===== config.mk =====
export PLATFORM = sky130hd
export DESIGN_NAME = sigma_delta1
export DESIGN_NICKNAME = d
export VERILOG_FILES = /design/src/rtl/sigma_delta1.sv
export SDC_FILE = /design/constraint.sdc
export NUM_CORES = 1
export LEC_CHECK = 0
export BUFFER_PORTS_ARGS = -buffer_cell sky130_fd_sc_hd__buf_2
export CORE_UTILIZATION = 56
export CTS_CLUSTER_DIAMETER = 30
export DETAILED_ROUTE_END_ITERATION = 10
export PLACE_DENSITY = 0.77
export SYNTH_ARGS = -nofsm -noshare
export SYNTH_HDL_FRONTEND = slang
export SYNTH_SLANG_ARGS = --single-unit

===== constraint.sdc =====
create_clock -name clk -period 2.7 [get_ports clk]
set_clock_uncertainty 0.05 [all_clocks]
set_input_delay 0.27 -clock clk [delete_from_list [all_inputs] [get_ports clk]]
set_output_delay 0.27 -clock clk [all_outputs]
set_load 0.01 [all_outputs]

===== src/rtl/sigma_delta1.sv =====
// First-order sigma-delta modulator: a signed sample is offset to unsigned and
// accumulated once per prescaled step; the accumulator carry is the output bit.
module sigma_delta1 #(
  parameter int n   = 16,
  parameter int div = 1
) (
  input  logic                clk,
  input  logic                rst_n,
  input  logic signed [n-1:0] in,
  input  logic                strb,
  output logic                out,
  output logic                tick
);

  localparam int cw = (div > 1) ? $clog2(div) : 1;

  logic signed [n-1:0] sample;
  logic [cw-1:0]       cnt;
  logic [n-1:0]        acc;
  logic [n-1:0]        u;
  logic [n:0]          sum;
  logic                step;

  // Flipping the sign bit maps -2^(n-1)..2^(n-1)-1 onto 0..2^n-1.
  assign u    = {~sample[n-1], sample[n-2:0]};
  assign sum  = {1'b0, acc} + {1'b0, u};
  assign step = (cnt == cw'(div - 1));

  // The step reads the pre-edge sample, so a strobe coinciding with a step
  // only takes effect on the following step; acc is never cleared by strb.
  always_ff @(posedge clk or negedge rst_n) begin
    if (!rst_n) begin
      sample <= '0;
      cnt    <= '0;
      acc    <= '0;
      out    <= 1'b0;
      tick   <= 1'b0;
    end else begin
      if (strb) sample <= in;
      cnt  <= step ? '0 : cnt + cw'(1);
      tick <= step;
      if (step) begin
        acc <= sum[n-1:0];
        out <= sum[n];
      end
    end
  end

endmodule

==> results.cfg, run 1 <==
[setup_path]
worst_setup_path_startpoint = sample[0]$_DFFE_PN0P_
rr_startpoint = sample[0]$_DFFE_PN0P_
critical_path.top_delay_family = compound AO/OA/AOI/OAI gates
r2r-end = out$_DFF_PN0_
criticalPathCategory = reg -> reg
critical_path_required_ns = 2.88
timing.critical_path.slowest_cell_delay_ns = 0.41
start_kind = register
worst-r2r-setup-slack_ns = 0.45
r2r_cells = 7
cp.buffers_inverters = 0
crit_path_end_kind = register
critPathArrivalTime_ns = 2.43
worst_path_max_delay_cell = fa_1
worstPathMaxFanout = 3
crit_path_cell_trace = ha_1, fa_1, a21o_1, a221oi_2, o21ai_2, a21oi_2, o21ai_0

[clocking]
numCtsBuffers = 5
htree_num_levels = 2
clock_insertion_delay_at_the_later_pin_of_the_skew_report_ns = 0.34
number_of_resized_instances_in_the_post_cts_repair_step = 0
root_buffer = clkbuf_4
clk_path_buf_depth = 2
cts.clk_slew.worst_paths_ns = 0.10
clock-sinks = 34
cts_tree = done

[placement]
dpl_worst_slack_ns = 0.455
gp_routability_congestion = 0.861
place_hpwl_um = 2470
place.port_buffers = 20

[floorplanning]
fp.coreArea_mm2 = 0.00313
die_h_um = 60.3
ios = 21
fp.dieArea_mm2 = 0.00363
initial_core_utilization_pct = 60.8
die_width_um = 60.3
floorplan.rows = 20

[yosys]
synth-main-ff-cell = dfrtp_1
ys_async_sr_fraction_pct = 100
synth_cell_type_count = 42
synth_edf_count = 0
synth_nets = 201
yosys_warnings = 0
synth.ff_latch_count = 34
netlist_area_mm2 = 0.00190
post_synthesis_sequential_area_ratio_pct = 44.8
syn_inst = 165
post_synth.cell_area_avg_um2 = 11.5

[power_and_ir_drop]
clkPwrFrac_pct = 12.6
p_int_mw = 1.37
p_switching_mw = 0.941
power_density_mw_per_mm2 = 1110
power.share.sequential_pct = 32.1
pwr-share-comb_pct = 55.4
power_leakage_nw = 0.979
switching_share_pct = 40.8
vdd_ir_drop_max_mv = 0.530

[sta]
post-route-min-period_ns = 2.25
min_period_over_period_pct = 83.5
fmaxAchievable_mhz = 444
timing_worst_slew_pin_value_ns = 0.735
hold-worst-slack_ns = 0.105
timing_max_transition_violations_final = 0
slack_of_the_critical_path_ns = 0.446
fin_setup_tns_ns = 0
timing.final.hold_violations = 0
rsz0062_at_grt = false
setup-violations-final = 0
worst_slew_margin_rel_pct = 51.0

[worst_hold_path]
min_delay_worst_type = in -> reg
hold_start = in[11]
timing.hold.worst_path_depth = 2
min_to = sample[11]$_DFFE_PN0P_

[drt]
ant_nets = 0
detail_route.wirelength_um = 3380
num_vias = 1342
drt-wirelength-per-cell_um = 14.8
drt_iter0_drc = 30
drc = 0
routed_via_density = 5.89
dr.pass1.iters = 5

[grt]
global_route.overflow_total = 0
number_of_antenna_violations_at_the_first_check_in_global_routing = 0
first_pass_grt_wire_length_um = 5800
grt_start_max_net_pins = 35
globalRouteTotalUtil_pct = 22.2
vias_in_the_first_global_route = 1352

[final_layout]
utilization_pct = 66.2
area_growth_syn_to_layout_pct = 9.02
nNetsFinal = 219
num_antenna_cells = 0
fillers = 252
share_of_post_route_cells_with_drive_strength_above_1_pct = 26.1

[run_status]
status = finished, final reports clean

[job]
max_cap_viol_count = 0
==> worst max-delay path by stage <==
| stage | to | slack [ns] | cells past startpoint |
|---|---|---|---|
| floorplan | out$_DFF_PN0_ | 0.61 | 7 |
| global placement | out$_DFF_PN0_ | 0.53 | 7 |
| detailed placement | out$_DFF_PN0_ | 0.45 | 7 |
| CTS | out$_DFF_PN0_ | 0.44 | 7 |
| global route | acc[14]$_DFF_PN0_ | 0.32 | 6 |
| finish | out$_DFF_PN0_ | 0.45 | 7 |
==> worst register-to-register path: cells and delay by family (launching register included) <==
family                     cells  cell delay (ns)
AOI/OAI and AO/OA              5             1.05
adders and majority gates      2             0.66
DFF                            1             0.39
==> stage by stage <==
step	power, mW	cell area (µm²)	cells
after floorplan	1.80	1900	165
after global placement	1.95	2000	219
after detailed placement	2.02	2000	219
after CTS	2.32	2070	228
after global routing	2.50	2070	228
final	2.31	2070	228
==> state kept, by name, summed over array words and instances, names as in the netlist <==
name,cells
acc,16
tick,1
sample,16
out,1
==> final cells by class <==
type | instances | area (µm²) | share of cell area, %
multi-input cells | 116 | 977 | 47.2
clock buffers | 7 | 55.1 | 2.66
flip-flops and latches | 34 | 851 | 41.1
well taps | 44 | 55.1 | 2.66
clock inverters | 1 | 5.00 | 0.242
repair buffers | 21 | 110 | 5.31
inverters | 5 | 18.8 | 0.906
==> placed cells by master, fill, tap and decap left out, drive strengths merged, types with 2 or more instances in the layout <==
cell	n
dfrtp	34
buf	20
ha	16
mux2	15
a21o	9
a21oi	8
clkbuf	7
xnor2	6
o21ai	6
inv	5
nand2	5
and3	4
a211oi	4
xor2	4
o211ai	3
nand3	3
nor3	3
nor2	3
nor4	3
a221oi	2
nand4	2
nor2b	2
a41oi	2
o21bai	2
o311ai	2
==> Yosys cell counts, types with 3 or more instances <==
master / n / area (µm²)
inv_1: 5 / 18.8
dfrtp_1: 34 / 851
nand2_1: 5 / 18.8
mux2_2: 15 / 169
ha_1: 16 / 200
nor2_1: 3 / 11.3
a21oi_1: 6 / 30.0
a211oi_1: 4 / 30.0
a21o_1: 9 / 67.6
buf_2: 7 / 35.0
xnor2_1: 6 / 52.6
and3_1: 4 / 25.0
nand3_1: 3 / 15.0
nor3_1: 3 / 15.0
o21ai_0: 5 / 25.0
xor2_1: 4 / 35.0
o211ai_1: 3 / 22.5
nor4_1: 3 / 18.8
==> per-layer routing <==
layer	up-vias	GRT usage [%]	part of all wire [%]
met5	-	0	0
met4	0	11.0	1.9
met3	5	5.19	3.6
met2	24	37.8	51
met1	662	26.0	44
li1	651	-	-
==> kinds of logic (layout without fill, tap and decap cells) <==
family	count (synthesis)	count (layout)	share of synthesized area, %
and+or+nand+nor	28	28	7.90
adders and majority gates	17	17	11.6
DFF	34	34	44.8
xor gates and xnor gates	10	10	4.61
buffers and inverters	15	34	3.82
muxes	15	15	8.89
AOI/OAI and AO/OA	45	45	18.2
other	1	1	0.197
==> what timing repair did <==
action	CTS	global route
endpoints found under the hold margin	34	0
setup buffers	0	0
hold buffers	1	0
==> power by group through the flow <==
| stage | sequential [mW] | clock (mW) | combinational [mW] |
|---|---|---|---|
| floorplan | 0.739 | 0 | 1.06 |
| finish | 0.739 | 0.290 | 1.28 |
| detailed placement | 0.753 | 0 | 1.27 |
| global route | 0.758 | 0.317 | 1.43 |
| CTS | 0.742 | 0.299 | 1.28 |
| global placement | 0.744 | 0 | 1.21 |
Note: power is estimated with default switching activity, not from simulation.
==> inputs of run 2 (changes only) <==
ABC_AREA = 1   (was not set)
CORE_UTILIZATION = 53   (was 56)
PLACE_DENSITY = 0.76   (was 0.77)
clock period = 1.9 ns   (was 2.7 ns; I/O delays follow)
==> run 2 against run 1 <==
Register-to-register slack worse by 0.34 ns. Sequential power is 42% higher. Area after synthesis is 6.4% higher. Hold slack worse by 0.047 ns.
==> results.cfg, run 2 <==
[sta]
slack_of_the_critical_path_ns = 0.102
setup-violations-final = 0
fmaxAchievable_mhz = 556
worst_slew_margin_rel_pct = 50.6
hold-worst-slack_ns = 0.0582
min_period_over_period_pct = 94.6
post-route-min-period_ns = 1.80
timing_max_transition_violations_final = 0
fin_setup_tns_ns = 0
timing_worst_slew_pin_value_ns = 0.741
rsz0062_at_grt = false
timing.final.hold_violations = 0

[clocking]
number_of_resized_instances_in_the_post_cts_repair_step = 0
cts_tree = done
root_buffer = clkbuf_8
clock-sinks = 34
cts.clk_slew.worst_paths_ns = 0.06
clk_path_buf_depth = 2
htree_num_levels = 2
clock_insertion_delay_at_the_later_pin_of_the_skew_report_ns = 0.29
numCtsBuffers = 5

[power_and_ir_drop]
p_switching_mw = 1.50
power.share.sequential_pct = 29.6
switching_share_pct = 42.2
clkPwrFrac_pct = 17.5
power_leakage_nw = 1.27
power_density_mw_per_mm2 = 1550
vdd_ir_drop_max_mv = 0.802
pwr-share-comb_pct = 52.9
p_int_mw = 2.05
total_power_mw = 3.54

[yosys]
synth_cell_type_count = 26
post_synthesis_sequential_area_ratio_pct = 42.1
synth-main-ff-cell = dfrtp_1
syn_inst = 239
ys_async_sr_fraction_pct = 100
yosys_warnings = 0
synth_edf_count = 0
synth.ff_latch_count = 34
post_synth.cell_area_avg_um2 = 8.46
post_synth_most_frequent_cells = nand2_1, inv_1, dfrtp_1, ha_1, mux2_2
synth_top_area_share_pct = 42.1
area_share_of_xor_xnor_cells_in_the_synthesized_design_pct = 3.03
post-synth-top-count-cell = nand2_1
synth_mux_area_share_pct = 8.35
netlist_area_mm2 = 0.00202
synth_top_family_by_area = simple AND/OR/NAND/NOR gates
synth_nets = 275
synthTopCellsByArea = dfrtp_1, nand2_1, ha_1
synth-compound-area-share_pct = 2.35
synth_simple_gate_area_share_pct = 25.2
synth_fa_ha_area_share_pct = 10.9
synthDominantAreaCellType = dfrtp_1

[placement]
dpl_worst_slack_ns = 0.149
place_hpwl_um = 2740
gp_routability_congestion = 0.831
place.port_buffers = 20

[final_layout]
layout.cells.most_common_list = nand2_1, inv_1, dfrtp_1, buf_2, ha_1
fillers = 313
seq_area_um2 = 851
mostFrequentLayoutCell = nand2_1
area_growth_syn_to_layout_pct = 13.2
utilization_pct = 62.5
num_antenna_cells = 0
nNetsFinal = 301
share_of_post_route_cells_with_drive_strength_above_1_pct = 22.6
largest_registers = acc x16, sample x16
multi_input_area_mm2 = 0.00101

[drt]
drt-wirelength-per-cell_um = 11.4
dr.pass1.iters = 4
drc = 0
routed_via_density = 4.83
drt_iter0_drc = 88
num_vias = 1517
detail_route.wirelength_um = 3570
ant_nets = 0

[setup_path]
cp.buffers_inverters = 0
crit_path_frequent_cell = nand2_1
criticalPathCategory = reg -> reg
worst-r2r-setup-slack_ns = 0.10
critical_path.top_delay_family = simple AND/OR/NAND/NOR gates
worst_path_max_delay_cell = fa_1
start_kind = register
timing.critical_path.slowest_cell_delay_ns = 0.40
critical_path_required_ns = 2.03
critPathArrivalTime_ns = 1.92
crit_path_cell_trace = ha_1, fa_1, nand2_1, nand2_1, and2_4, nand3_2, nand3_1, nand2_1, nand2_1
worstPathMaxFanout = 3
crit_path_end_kind = register

[floorplanning]
fp.dieArea_mm2 = 0.00407
fp.coreArea_mm2 = 0.00366
die_h_um = 63.8
floorplan.rows = 22
initial_core_utilization_pct = 55.2
die_width_um = 63.8
ios = 21

[grt]
vias_in_the_first_global_route = 1472
global_route.overflow_total = 0
first_pass_grt_wire_length_um = 6410
grt_start_max_net_pins = 35
globalRouteTotalUtil_pct = 20.7
number_of_antenna_violations_at_the_first_check_in_global_routing = 0

[run_status]
status = finished, final reports clean

[job]
max_cap_viol_count = 0

[worst_hold_path]
min_delay_worst_type = in -> reg
-- run 2: final timing paths --
check	from	endpoint	cells after the start
setup / recovery	sample[0]$_DFFE_PN0P_	acc[12]$_DFF_PN0_	9
hold / removal	in[15]	sample[15]$_DFFE_PN0P_	3
setup reg to reg	sample[0]$_DFFE_PN0P_	acc[12]$_DFF_PN0_	9
hold reg to reg	acc[0]$_DFF_PN0_	acc[0]$_DFF_PN0_	1
max in group asynchronous	rst_n	tick$_DFF_PN0_	2
min in group asynchronous	rst_n	sample[7]$_DFFE_PN0P_	2
-- run 2: repair_timing --
action                                 CTS  global route
setup buffers                            0             0
hold buffers                             1             0
endpoints found under the hold margin   34             0
-- run 2: power groups by stage --
stage          clock (mW)  combinational [mW]  sequential (mW)
6_report            0.620                1.87             1.05
5_1_grt             0.664                2.14             1.07
4_1_cts             0.632                1.87             1.05
3_5_place_dp            0                1.85             1.06
3_3_place_gp            0                1.80             1.06
2_1_floorplan           0                1.48             1.05
-- run 2: stage by stage --
step / instances / instance area, µm²
5_1_grt: 314 / 2290
3_3_place_gp: 305 / 2170
3_5_place_dp: 305 / 2170
6_report: 314 / 2290
2_1_floorplan: 239 / 2020
4_1_cts: 314 / 2290
-- run 2: per-layer routing --
layer | track usage [%] | routed length, µm | vias up
met5 | 0 | 0 | -
met4 | 8.81 | 65 | 0
met3 | 4.82 | 132 | 7
met2 | 32.7 | 1670 | 21
met1 | 27.3 | 1700 | 699
li1 | - | - | 790
-- run 2: worst reg2reg max path, delay by kind of cell (launching register included) --
kind / cells / cell delay [ns]
AND/OR/NAND/NOR: 7 / 0.63
flip-flops: 1 / 0.38
adder cells (fa/ha/maj): 2 / 0.63
-- run 2: cell families (layout without fill, tap and decap cells) --
| kind of cell | Yosys count | count (layout) |
|---|---|---|
| AO/OA/AOI/OAI | 9 | 9 |
| XOR/XNOR | 7 | 7 |
| adder cells (fa/ha/maj) | 17 | 17 |
| buffers and inverters | 41 | 68 |
| flip-flops | 34 | 34 |
| multiplexers | 15 | 15 |
| other | 1 | 1 |
| AND/OR/NAND/NOR | 115 | 115 |
-- run 2: layout make-up --
cell class | instances | area share [%]
multi-input combinational | 164 | 44.2
sequential | 34 | 37.2
inverter | 39 | 6.39
clock buffer | 8 | 4.81
timing repair buffer | 21 | 4.81
tap | 48 | 2.62
==> inputs of run 3 (changes only) <==
CORE_UTILIZATION = 56   (was 53)
clock period = 2.1 ns   (was 1.9 ns; I/O delays follow)
==> run 3 against run 2 <==
Critical path depth up 1. Cell area decreased by 2.3%. Hold slack got worse by 0.036 ns. Critical endpoint is now acc[14]$_DFF_PN0_.
==> results.cfg, run 3 (same netlist as run 2, synthesis figures left out) <==
[run_status]
status = finished, final reports clean

[drt]
drt_iter0_drc = 46
drt-wirelength-per-cell_um = 10.7
dr.pass1.iters = 4
ant_nets = 0
detail_route.wirelength_um = 3330
drc = 0
routed_via_density = 4.88
num_vias = 1521

[placement]
post_dp_cell_area_mm2 = 0.00217
gp_routability_congestion = 0.838
place_hpwl_um = 2620
dpl_worst_slack_ns = 0.359
place.port_buffers = 20

[clocking]
htree_num_levels = 2
number_of_resized_instances_in_the_post_cts_repair_step = 0
root_buffer = clkbuf_4
post_cts.repair.setup_buffers = 0
ctsHoldBuffers = 1
clock-sinks = 34
numCtsBuffers = 5
clk_path_buf_depth = 2
clock_insertion_delay_at_the_later_pin_of_the_skew_report_ns = 0.34
cts.clk_slew.worst_paths_ns = 0.10
cts_tree = done

[sta]
timing.final.hold_violations = 0
fmaxAchievable_mhz = 569
min_period_over_period_pct = 83.7
setup-violations-final = 0
post-route-min-period_ns = 1.76
worst_slew_margin_rel_pct = 51.5
rsz0062_at_grt = false
timing_max_transition_violations_final = 0
slack_of_the_critical_path_ns = 0.343
timing_worst_slew_pin_value_ns = 0.727
fin_setup_tns_ns = 0

[floorplanning]
fp.dieArea_mm2 = 0.00386
die_h_um = 62.1
floorplan.rows = 21
die_width_um = 62.1
initial_core_utilization_pct = 59.7
fp.coreArea_mm2 = 0.00339
ios = 21

[final_layout]
area_growth_syn_to_layout_pct = 10.6
num_antenna_cells = 0
post-route-cell-area_mm2 = 0.00224
fillers = 294
mostFrequentLayoutCell = nand2_1
seq_area_um2 = 851
nNetsFinal = 301
largest_registers = acc x16, sample x16
utilization_pct = 66.0
layout.cells.most_common_list = nand2_1, inv_1, dfrtp_1, buf_2, ha_1
share_of_post_route_cells_with_drive_strength_above_1_pct = 22.2
multi_input_area_mm2 = 0.00101

[setup_path]
crit_path_frequent_cell = nand2_1
worst_setup_path_startpoint = sample[0]$_DFFE_PN0P_
crit_path_end_kind = register
critical_path_required_ns = 2.29
criticalPathCategory = reg -> reg
start_kind = register
timing.critical_path.slowest_cell_delay_ns = 0.41
rr_startpoint = sample[0]$_DFFE_PN0P_
critPathArrivalTime_ns = 1.95
worstPathMaxFanout = 3
crit_path_cell_trace = ha_1, fa_1, nand2_1, nand2_1, nand3b_1, nand2_1, nand2_1, nand2_1, nand2_1, nand2_1
worst_path_max_delay_cell = fa_1

[power_and_ir_drop]
power_leakage_nw = 1.24
total_power_mw = 2.98
p_int_mw = 1.68
p_switching_mw = 1.30
pwr-share-comb_pct = 55.6
power.share.sequential_pct = 31.8
clkPwrFrac_pct = 12.6
power_density_mw_per_mm2 = 1330
vdd_ir_drop_max_mv = 0.639
switching_share_pct = 43.7

[worst_hold_path]
hold_start = in[15]
min_delay_worst_type = in -> reg

[grt]
first_pass_grt_wire_length_um = 5860
grt_start_max_net_pins = 35
globalRouteTotalUtil_pct = 21.3
number_of_antenna_violations_at_the_first_check_in_global_routing = 0
global_route.overflow_total = 0
vias_in_the_first_global_route = 1370

[job]
max_cap_viol_count = 0
-- run 3: cell count changes in the layout (fill, tap and decap cells not counted) --
| cell | change |
|---|---|
| clkbuf_8 | -7 |
| clkinv_2 | +1 |
| clkbuf_1 | +1 |
| clkbuf_4 | +5 |
-- run 3: path summary, 6_finish.rpt --
check,endpoint,slack [ns],cells after the start
setup / recovery,acc[14]$_DFF_PN0_,0.34,10
hold / removal,sample[15]$_DFFE_PN0P_,0.02,3
setup reg to reg,acc[14]$_DFF_PN0_,0.34,10
hold reg to reg,acc[0]$_DFF_PN0_,0.43,1
max in group asynchronous,sample[14]$_DFFE_PN0P_,1.13,2
min in group asynchronous,sample[3]$_DFFE_PN0P_,0.40,2
-- run 3: final cells by class --
cell class	count	area share (%)
multi-input combinational	164	45.2
sequential	34	38.0
inverter	39	6.54
timing repair buffer	21	4.92
tap	46	2.57
clock buffer	7	2.46
clock inverter	1	0.224
-- run 3: power groups by stage --
stage / combinational (mW) / clock [mW] / sequential (mW)
after floorplan: 1.34 / 0 / 0.947
after global placement: 1.63 / 0 / 0.954
after detailed placement: 1.66 / 0 / 0.962
after CTS: 1.67 / 0.387 / 0.950
after global routing: 1.94 / 0.408 / 0.968
final: 1.66 / 0.375 / 0.948
-- run 3: metrics by stage --
stage	hold slack, ns	cells
2_1_floorplan	-0.136	239
3_3_place_gp	0.274	303
3_5_place_dp	0.265	303
4_1_cts	0.0150	312
5_1_grt	0.0326	312
6_report	0.0221	312
-- run 3: worst max-delay path: cells and delay by family, from the launching register on --
kind / cells / cell delay [ns]
and+or+nand+nor: 8 / 0.60
DFF: 1 / 0.39
adders and majority gates: 2 / 0.64
-- run 3: routing by layer --
layer	global-route usage, %	vias up	share of wire (%)
met5	0	-	0
met4	9.52	0	1.8
met3	3.73	6	4.6
met2	32.8	31	44
met1	29.3	684	49
li1	-	800	-
